<file path="config.mk">
export PLATFORM = sky130hd
export DESIGN_NAME = eb_issue_scheduler
export DESIGN_NICKNAME = d
export VERILOG_FILES = /design/src/rtl/nand_cpu_pkg.sv /design/src/rtl/eb_issue_scheduler_age_select.sv /design/src/rtl/eb_issue_scheduler.sv
export SDC_FILE = /design/constraint.sdc
export NUM_CORES = 1
export LEC_CHECK = 0
export CORE_ASPECT_RATIO = 1.2
export CORE_MARGIN = 3
export CORE_UTILIZATION = 66
export CTS_CLUSTER_DIAMETER = 60
export DETAILED_ROUTE_END_ITERATION = 10
export HOLD_SLACK_MARGIN = 0.06
export PLACE_DENSITY = 0.86
export SYNTH_ARGS = -nofsm -noshare
export SYNTH_HDL_FRONTEND = slang
export SYNTH_HIERARCHICAL = 1
export SYNTH_SLANG_ARGS = --single-unit
</file>
<file path="constraint.sdc">
create_clock -name clk -period 9 [get_ports clk]
set_input_delay 1.35 -clock clk [delete_from_list [all_inputs] [get_ports clk]]
set_output_delay 1.35 -clock clk [all_outputs]
set_load 0.005 [all_outputs]
</file>
<file path="src/rtl/nand_cpu_pkg.sv">
// Shared CPU types: ALU opcodes, register/ROB widths and the execution-buffer payload.
package nand_cpu_pkg;

    localparam int unsigned NUM_D_REG  = 16;
    localparam int unsigned EB_TAG_W   = $clog2(NUM_D_REG);
    localparam int unsigned EB_ROB_W   = 4;
    localparam int unsigned EB_ENTRIES = 8;

    typedef enum logic [3:0] {
        ALU_ADD  = 4'd0,
        ALU_SUB  = 4'd1,
        ALU_AND  = 4'd2,
        ALU_OR   = 4'd3,
        ALU_XOR  = 4'd4,
        ALU_NAND = 4'd5,
        ALU_SHL  = 4'd6,
        ALU_SHR  = 4'd7
    } AluOp;

    typedef struct packed {
        AluOp                alu_op;
        logic [5:0]          immdt;
        logic                use_ra;
        logic [EB_TAG_W-1:0] ra_tag;
        logic                use_rt;
        logic [EB_TAG_W-1:0] rt_tag;
        logic                use_rw;
        logic [EB_TAG_W-1:0] rw_tag;
        logic [15:0]         rv_addr;
        logic [15:0]         rs_addr;
        logic [EB_ROB_W-1:0] rob_tag;
    } eb_payload_t;

endpackage

</file>
<file path="src/rtl/eb_issue_scheduler_age_select.sv">
// Age matrix for the scheduler entries plus oldest-ready one-hot selection.
module eb_age_select #(
    parameter int unsigned L = 8
) (
    input  logic         clk,
    input  logic         n_rst,
    input  logic         flush_i,
    input  logic [L-1:0] valid_i,
    input  logic [L-1:0] ready_i,
    input  logic [L-1:0] alloc_i,
    input  logic [L-1:0] free_i,
    output logic [L-1:0] sel_oh_c_o
);

    // older_q[i][j] = entry i was allocated before entry j
    logic [L-1:0][L-1:0] older_q, older_d;
    logic [L-1:0]        blocked;

    always_comb begin
        older_d = older_q;
        if (flush_i) begin
            older_d = '0;
        end else begin
            for (int unsigned k = 0; k < L; k++) begin
                if (alloc_i[k]) begin
                    older_d[k] = '0;
                    for (int unsigned j = 0; j < L; j++) begin
                        older_d[j][k] = valid_i[j] & ~free_i[j];
                    end
                end
            end
        end
    end

    // An entry wins when no ready peer is older than it
    always_comb begin
        blocked    = '0;
        sel_oh_c_o = '0;
        for (int unsigned i = 0; i < L; i++) begin
            for (int unsigned j = 0; j < L; j++) begin
                blocked[i] = blocked[i] | (ready_i[j] & older_q[j][i]);
            end
            sel_oh_c_o[i] = ready_i[i] & ~blocked[i];
        end
    end

    always_ff @(posedge clk or negedge n_rst) begin
        if (!n_rst) begin
            older_q <= '0;
        end else begin
            older_q <= older_d;
        end
    end

endmodule

</file>
<file path="src/rtl/eb_issue_scheduler.sv">
// Out-of-order issue scheduler: holds dispatched ops, wakes sources on writeback,
// and issues the oldest ready op through a registered valid/ready stage.
module eb_issue_scheduler
    import nand_cpu_pkg::*;
#(
    parameter int unsigned L = EB_ENTRIES
) (
    input  logic                clk,
    input  logic                n_rst,
    input  logic                disp_valid,
    output logic                disp_ready,
    input  eb_payload_t         disp_op,
    input  logic                disp_ra_rdy,
    input  logic                disp_rt_rdy,
    input  logic                wb_valid,
    input  logic [EB_TAG_W-1:0] wb_tag,
    output logic                iss_valid,
    input  logic                iss_ready,
    output eb_payload_t         iss_op,
    input  logic                flush,
    output logic [$clog2(L):0]  count
);

    localparam int unsigned CNT_W = $clog2(L) + 1;

    logic [L-1:0]     valid_q, valid_d;
    logic [L-1:0]     ra_rdy_q, ra_rdy_d;
    logic [L-1:0]     rt_rdy_q, rt_rdy_d;
    eb_payload_t      ent_q [L];
    eb_payload_t      ent_d [L];
    logic             iss_valid_q, iss_valid_d;
    eb_payload_t      iss_op_q, iss_op_d;
    logic [CNT_W-1:0] count_q, count_d;

    logic [L-1:0]     ready_c, sel_oh, alloc_oh, free_oh;
    logic             disp_fire, load, found;
    eb_payload_t      sel_op;

    assign disp_ready = (count_q != CNT_W'(L));
    assign disp_fire  = disp_valid & disp_ready & ~flush;
    assign load       = (|sel_oh) & (~iss_valid_q | iss_ready);
    assign free_oh    = load ? sel_oh : '0;

    assign iss_valid  = iss_valid_q;
    assign iss_op     = iss_op_q;
    assign count      = count_q;

    // Readiness, free-slot pick and selected payload, all from registered state
    always_comb begin
        ready_c  = '0;
        alloc_oh = '0;
        found    = 1'b0;
        sel_op   = '0;
        for (int unsigned i = 0; i < L; i++) begin
            ready_c[i] = valid_q[i] & (~ent_q[i].use_ra | ra_rdy_q[i])
                                    & (~ent_q[i].use_rt | rt_rdy_q[i]);
            if (!valid_q[i] && !found) begin
                alloc_oh[i] = disp_fire;
                found       = 1'b1;
            end
            if (sel_oh[i]) begin
                sel_op = ent_q[i];
            end
        end
    end

    eb_age_select #(.L(L)) u_age (
        .clk        (clk),
        .n_rst      (n_rst),
        .flush_i    (flush),
        .valid_i    (valid_q),
        .ready_i    (ready_c),
        .alloc_i    (alloc_oh),
        .free_i     (free_oh),
        .sel_oh_c_o (sel_oh)
    );

    always_comb begin
        valid_d     = valid_q & ~free_oh;
        ra_rdy_d    = ra_rdy_q;
        rt_rdy_d    = rt_rdy_q;
        ent_d       = ent_q;
        iss_valid_d = iss_valid_q;
        iss_op_d    = iss_op_q;
        count_d     = count_q + CNT_W'(disp_fire) - CNT_W'(load);

        for (int unsigned i = 0; i < L; i++) begin
            if (wb_valid && valid_q[i]) begin
                if (ent_q[i].ra_tag == wb_tag) ra_rdy_d[i] = 1'b1;
                if (ent_q[i].rt_tag == wb_tag) rt_rdy_d[i] = 1'b1;
            end
            // Writeback in the dispatch cycle is folded into the stored ready bits
            if (alloc_oh[i]) begin
                valid_d[i]  = 1'b1;
                ent_d[i]    = disp_op;
                ra_rdy_d[i] = ~disp_op.use_ra | disp_ra_rdy
                            | (wb_valid && (wb_tag == disp_op.ra_tag));
                rt_rdy_d[i] = ~disp_op.use_rt | disp_rt_rdy
                            | (wb_valid && (wb_tag == disp_op.rt_tag));
            end
        end

        if (load) begin
            iss_valid_d = 1'b1;
            iss_op_d    = sel_op;
        end else if (iss_ready) begin
            iss_valid_d = 1'b0;
        end

        if (flush) begin
            valid_d     = '0;
            ra_rdy_d    = '0;
            rt_rdy_d    = '0;
            iss_valid_d = 1'b0;
            iss_op_d    = '0;
            count_d     = '0;
        end
    end

    always_ff @(posedge clk or negedge n_rst) begin
        if (!n_rst) begin
            valid_q     <= '0;
            ra_rdy_q    <= '0;
            rt_rdy_q    <= '0;
            iss_valid_q <= 1'b0;
            iss_op_q    <= '0;
            count_q     <= '0;
            for (int unsigned i = 0; i < L; i++) begin
                ent_q[i] <= '0;
            end
        end else begin
            valid_q     <= valid_d;
            ra_rdy_q    <= ra_rdy_d;
            rt_rdy_q    <= rt_rdy_d;
            iss_valid_q <= iss_valid_d;
            iss_op_q    <= iss_op_d;
            count_q     <= count_d;
            ent_q       <= ent_d;
        end
    end

endmodule

</file>
==> results.py <==
metrics = {
    "run_status": {
        "outcome": "finished, final reports clean",
    },
    "placement": {
        "dp_hpwl_um": 45800,
        "gp_congestion": 0.899,
        "io_buffers": 139,
        "placed_cells": 3095,
    },
    "drt": {
        "final_antenna_net_count": 0,
        "drc": 0,
        "via_per_inst": 6.74,
        "wl_per_cell_um": 25.7,
        "first_pass_iters": 5,
        "finalWirelength_um": 82500,
        "drt_iter0_drc": 1984,
        "vias": 21661,
    },
    "pwr": {
        "ir_drop_uv": 173,
        "power.leakage_nw": 15.1,
        "power.density_mw_per_mm2": 237,
        "p_total_mw": 8.01,
    },
    "logic_synthesis": {
        "syn_area_per_cell_um2": 11.9,
        "synth.largest_area_cell": "dfrtp_1",
        "synth_nets": 2616,
        "ys.flop_type": "dfrtp_1",
        "yosys-top-cells-count": "dfrtp_1 (642), mux2_2 (479), nor2_1 (202)",
        "synthCells": 2537,
        "syn_area_mm2": 0.0302,
        "synth-edff-count": 0,
        "synthDominantCellAreaShare_pct": 53.1,
        "yosysWarnings": 6,
        "seq_area_frac_synth_pct": 53.1,
        "synth_area_leaders": "dfrtp_1 (53%), mux2_2 (18%), a22oi_1 (2.8%)",
        "ys_ff_latch": 642,
        "synth_most_common_cell": "dfrtp_1",
        "async_flop_share_pct": 100,
        "synthDistinctLibCells": 53,
    },
    "final_layout": {
        "final_cells": 3214,
        "layout-drive-gt1-share_pct": 28.4,
        "final_util_pct": 75.0,
        "final_net_count": 2633,
        "syn_to_final_growth_pct": 11.9,
    },
    "sta": {
        "min_period_ps": 5110,
        "max_freq_ghz": 0.196,
        "tns_ps": 0,
        "timing.hold.ws_ps": 507,
        "rsz0062_at_grt": "no",
        "relSlewSlack_pct": 16.4,
        "hold_viol_final": 0,
        "setup_viol": 0,
        "final.setup_skew_ps": 19.2,
        "drv_slew": 0,
        "fin_crit_sh_pct": 56.8,
        "tightest_slew_ps": 1250,
    },
    "die": {
        "initial_core_util_pct": 67.1,
        "die_h_um": 240,
        "dieWidth_um": 201,
        "core-area_mm2": 0.0451,
        "pin_count": 140,
        "num_rows": 85,
        "die_area_mm2": 0.0484,
    },
    "clock_tree": {
        "postCtsSetupBuffers": 0,
        "htree_levels": 3,
        "clk-insertion-delay-late_ps": 610,
        "clock_sinks": 642,
        "tritoncts": "done",
        "clk_pin_slew_ps": 60,
        "clockBufferDepth": 3,
        "cts_resized": 0,
        "holdBufCountCts": 0,
        "cts-buffers-inserted": 66,
        "cts.root.buffer_cell": "clkbuf_16",
    },
    "job": {
        "drv_cap": 0,
    },
    "hold_path": {
        "hold_path_class": "register to register",
    },
    "global_routing": {
        "grt_overflow": 0,
        "grt_usage_pct": 34.0,
        "antenna_found_initial": 2,
        "grt_pass1_vias": 23098,
        "grt_start_max_net_pins": 187,
        "grt_first_pass_wirelength_um": 129000,
    },
    "critical_path": {
        "crit_arrival_ps": 5560,
        "path_class": "register to register",
        "crit_required_ps": 9440,
        "crit_fanout": 22,
        "endpoint_kind": "register",
        "crit_path_start_kind": "register",
    },
}
placed cells by master (no fill, tap or decap), types with 5 or more instances in the layout:
cell type        instances
dfrtp_1                642
mux2_2                 479
nor2_1                 194
clkdlybuf4s50_1        137
a21oi_1                128
a22oi_1                114
o21ai_0                 79
o22ai_1                 70
clkbuf_16               69
nor2b_1                 65
xor2_1                  55
mux2i_1                 55
o211ai_1                52
a211oi_2                52
nand2_1                 47
nand3_1                 47
a21oi_2                 45
inv_1                   34
nor3_1                  33
buf_4                   31
xnor2_1                 19
clkbuf_1                16
a41oi_1                 13
clkbuf_8                13
a21o_1                  11
clkinv_2                10
a222oi_1                 9
nor2_4                   8
nand4b_1                 8
a32oi_1                  6
ha_1                     5
report_power, final:
part	internal, mW	total (mW)	leakage (nW)	switching [mW]
clock	1.63	2.78	1.08	1.14
combinational	0.782	1.60	5.35	0.819
sequential	3.34	3.63	8.63	0.296
total	5.75	8.01	15.1	2.26
sequential cells by signal, summed over array words and instances, names as in the netlist:
name           count
count              4
ent_q            488
iss_op            61
iss_valid          1
ra_rdy_q           8
rt_rdy_q           8
u_age/older_q     64
valid_q            8
metal layers:
layer | track usage, % | vias up | share of wire, %
li1 | - | 9170 | -
met1 | 43.1 | 11178 | 39
met2 | 56.7 | 1058 | 49
met3 | 5.81 | 251 | 7.5
met4 | 18.1 | 4 | 4.7
met5 | 0 | - | 0.039
metrics by stage:
| stage | worst slack, ps | instance area (µm²) |
|---|---|---|
| after global placement | 4170 | 31600 |
| after floorplan | 5410 | 30200 |
| after detailed placement | 4030 | 31600 |
| final | 3890 | 33800 |
| after CTS | 4000 | 33800 |
| after global routing | 3670 | 33800 |
area by class of cell:
cell class              count  area (µm²)
repair buffers            172        1670
clock inverters            20         224
diodes                      1        2.50
well taps                 609         762
fillers                  2900       11300
inverters                  38         143
multi-input cells        1634       13000
flip-flops and latches    642       16100
clock buffers              98        1970
path summary, 6_finish.rpt:
check,slack (ps),depth (start not counted),start,end
min in group asynchronous,790,1,n_rst,iss_op[51]
max,3890,16,valid_q[0],count[2]
max reg2reg,3890,16,valid_q[0],count[2]
max in group asynchronous,6080,3,n_rst,ent_q[26]
min,510,1,ent_q[455],ent_q[455]
min reg2reg,510,1,ent_q[455],ent_q[455]
worst max-delay path: stages, from the launching register on:
cell     delay (ps)
dfrtp_1         600
o21ai_0         160
a21oi_1         770
a22oi_1         230
nand2_1         110
nor2_1           40
buf_4           210
or3_1           610
nor3_2          270
or2_4           420
inv_2           270
ha_1            350
inv_1            40
ha_1            200
fa_1            410
xnor2_1         170
nor2_1           60
cells by family (layout without fill, tap and decap cells):
| kind of cell | after synthesis | count (layout) | share of synthesized area, % |
|---|---|---|---|
| compound gates | 591 | 591 | 13.9 |
| xor+xnor | 74 | 74 | 2.14 |
| fa+ha+maj | 6 | 6 | 0.273 |
| buf+inv | 261 | 328 | 4.22 |
| flops | 642 | 642 | 53.1 |
| mux | 534 | 534 | 19.7 |
| other cells | 0 | 1 | 0 |
| simple gates | 429 | 429 | 6.67 |
Note: power is estimated with default switching activity, not from simulation.
==> patch (config.mk and constraints unchanged) <==
Make the reset (`n_rst`) synchronous in 2 clocked blocks.
--- a/src/rtl/eb_issue_scheduler_age_select.sv
+++ b/src/rtl/eb_issue_scheduler_age_select.sv
@@ -44,7 +44,7 @@
         end
     end
 
-    always_ff @(posedge clk or negedge n_rst) begin
+    always_ff @(posedge clk) begin
         if (!n_rst) begin
             older_q <= '0;
         end else begin
--- a/src/rtl/eb_issue_scheduler.sv
+++ b/src/rtl/eb_issue_scheduler.sv
@@ -117,7 +117,7 @@
         end
     end
 
-    always_ff @(posedge clk or negedge n_rst) begin
+    always_ff @(posedge clk) begin
         if (!n_rst) begin
             valid_q     <= '0;
             ra_rdy_q    <= '0;
Function: differs if n_rst is asserted again (counterexample within 4 cycles, from zero or initial values and one cycle with n_rst low); with n_rst held inactive, the same outputs for 4 cycles.
==> patch against the original RTL <==
- global-route usage is 1.3 points higher
- non-clock buffer count is 9 higher
- sequential share of layout area is 9.0 points lower
- count of clock-buffer cells in the layout is 4 higher
- worst setup slack better by 0.18 ns
- first-iteration DRC count is 56% higher
- sequential cell count stayed put
- clock skew is 0.0027 ns lower
- wire length is 7.6% higher
- design area is 1.3% lower
- die area is 0.69% higher
- area after synthesis is 0.71% higher
Power is not compared: it rests on default switching activity, and its combinational part moved more than twofold at a synthesized area within 25%.
==> patch: results (changes against the original RTL) <==
* Status: finished, final reports clean
* Clk Latency, worst-skew pair at 0.60 ns
* Synth Area in Compound Gates at 25.2% (+11 points)
* Crit path launch: flush
* Final Net Count at 3,898 (+48%)
* Gr usage total at 35.3% (+1.3 points)
* Adder-Cell Fraction of Synth Area at 0.271% (-0.0019 points)
* Synth top area cells: dfxtp_1, nand2_1, a21boi_0
* Post-DP HPWL at 47,700 um (+4.4%)
* Total wire length at 88,800 um (+7.6%)
* Relative slew slack at 14.7% (-1.7 points)
* Worst r2r src: valid_q[4]
* IO Port Bufs at 139 (unchanged)
* Switching Power at 1.32 mW
* CP Capture Point: u_age/older_q[15]
* XOR/XNOR share of the synthesized area at 2.13% (-0.015 points)
* Ratio of cells with drive above 1 in the final layout at 4.56% (-24 points)
* R2R Setup Slk at 4.29 ns (+0.40 ns)
* Place WS at 3.75 ns (-0.284 ns)
* Sequential area share after synthesis at 42.2% (-11 points)
* Origin of the worst min-delay path: ent_q[123]
* Syn nets at 4,058 (+55%)
* WHS Path Cells at 2 (+1)
* Max reg flops at 488 (unchanged)
* Setup ws final at 4.07 ns (+0.185 ns)
* Vias in the first global route at 27,100 (+17%)
* Fill count at 3,441 (+19%)
* Clock buffer depth at 3 (unchanged)
* Synth Area per Inst at 7.65 um^2 (-36%)
* Worst Path Arrival at 5.45 ns (-0.11 ns)
* Fin cells at 4,475 (+39%)
* Async SR Flop Fraction at 0% (-100 points)
* P_clk at between 2 and 3 mW
* Yosys Warn Count at 6 (unchanged)
* Reg2reg path depth at 9 (-7)
* Leading cell types by count after synthesis: nand2_1, dfxtp_1, a21boi_0
* Detailed-route via count at 27,900 (+29%)
* Antenna violations before repair at 3 (+1)
* Reg2reg end: iss_op[56]
* CP Max Fanout at 64 (+190%)
* Final RePlAce weighted congestion at 0.902 (+0.27%)
* Global-route wire length before repair at 140,000 um (+8.5%)
* Worst min-delay path category: register to register
* Most flops, register: ent_q
* Pin count of the biggest net entering global routing at 284 (+52%)
* Proportion of synthesized area in mux cells at 1.18% (-18 points)
* First-pass iteration count of the detailed router at 6 (+1)
* Flop pwr share at 48.5%
* Yosys cell types at 52 (-1.9%)
* Peak supply drop at around 0.14 mV
* Lkg Pwr at 10.6 nW
* Endpoint, Worst Hold: ent_q[123]
* Clock slew at reported path FFs at 0.06 ns (about the same)
* First DRT Iteration DRCs at 3,103 (+56%)
* Placed Cells at 4,360 (+41%)
* Post-cts resize count at 0 (unchanged)
* Skew final at 0.0166 ns (-0.00267 ns)
==> patch: final cells by class <==
| type | count | area share [%] |
|---|---|---|
| Sequential cell | 642 | 38.5 |
| Clock buffer | 102 | 6.15 |
| Inverter | 152 | 1.73 |
| Tap cell | 609 | 2.28 |
| Multi-Input combinational cell | 2776 | 45.7 |
| Antenna cell | 3 | 0.0225 |
| Timing Repair Buffer | 181 | 5.20 |
| Clock inverter | 10 | 0.420 |
==> patch: through the flow <==
stage / utilization [%] / hold WS [ns] / cell area (um^2) / total power [mW]
CTS: 73.8 / 0.451 / 33400 / 5.95
global route: 73.9 / 0.473 / 33400 / 6.08
finish: 73.9 / 0.451 / 33400 / 5.94
floorplan: - / 0.431 / 30400 / 3.12
detailed placement: 69.0 / 0.443 / 31200 / 3.21
global placement: 69.0 / 0.437 / 31200 / 3.20
==> patch: kinds of logic (layout without fill, tap and decap cells) <==
logic type	count (synthesis)	count (layout)
AND/OR/NAND/NOR	1510	1510
flip-flops	642	642
buffers and inverters	561	445
other	0	3
adder cells (fa/ha/maj)	6	6
XOR/XNOR	74	74
AO/OA/AOI/OAI	1150	1150
multiplexers	36	36
==> patch: per-layer routing <==
layer / wire length, um / global-route usage [%]
met1: 33500 / 42.1
met2: 42300 / 60.4
met3: 8280 / 6.72
met4: 4610 / 20.1
met5: 13 / 0
==> patch: worst max-delay path, stage by stage <==
cell,delay (ns)
clkdlybuf4s50_1,0.56
nand3b_1,0.49
or3_2,0.22
buf_4,0.74
clkinv_2,0.87
buf_4,0.60
nor3b_1,0.32
a21oi_1,0.08
nor2_1,0.13
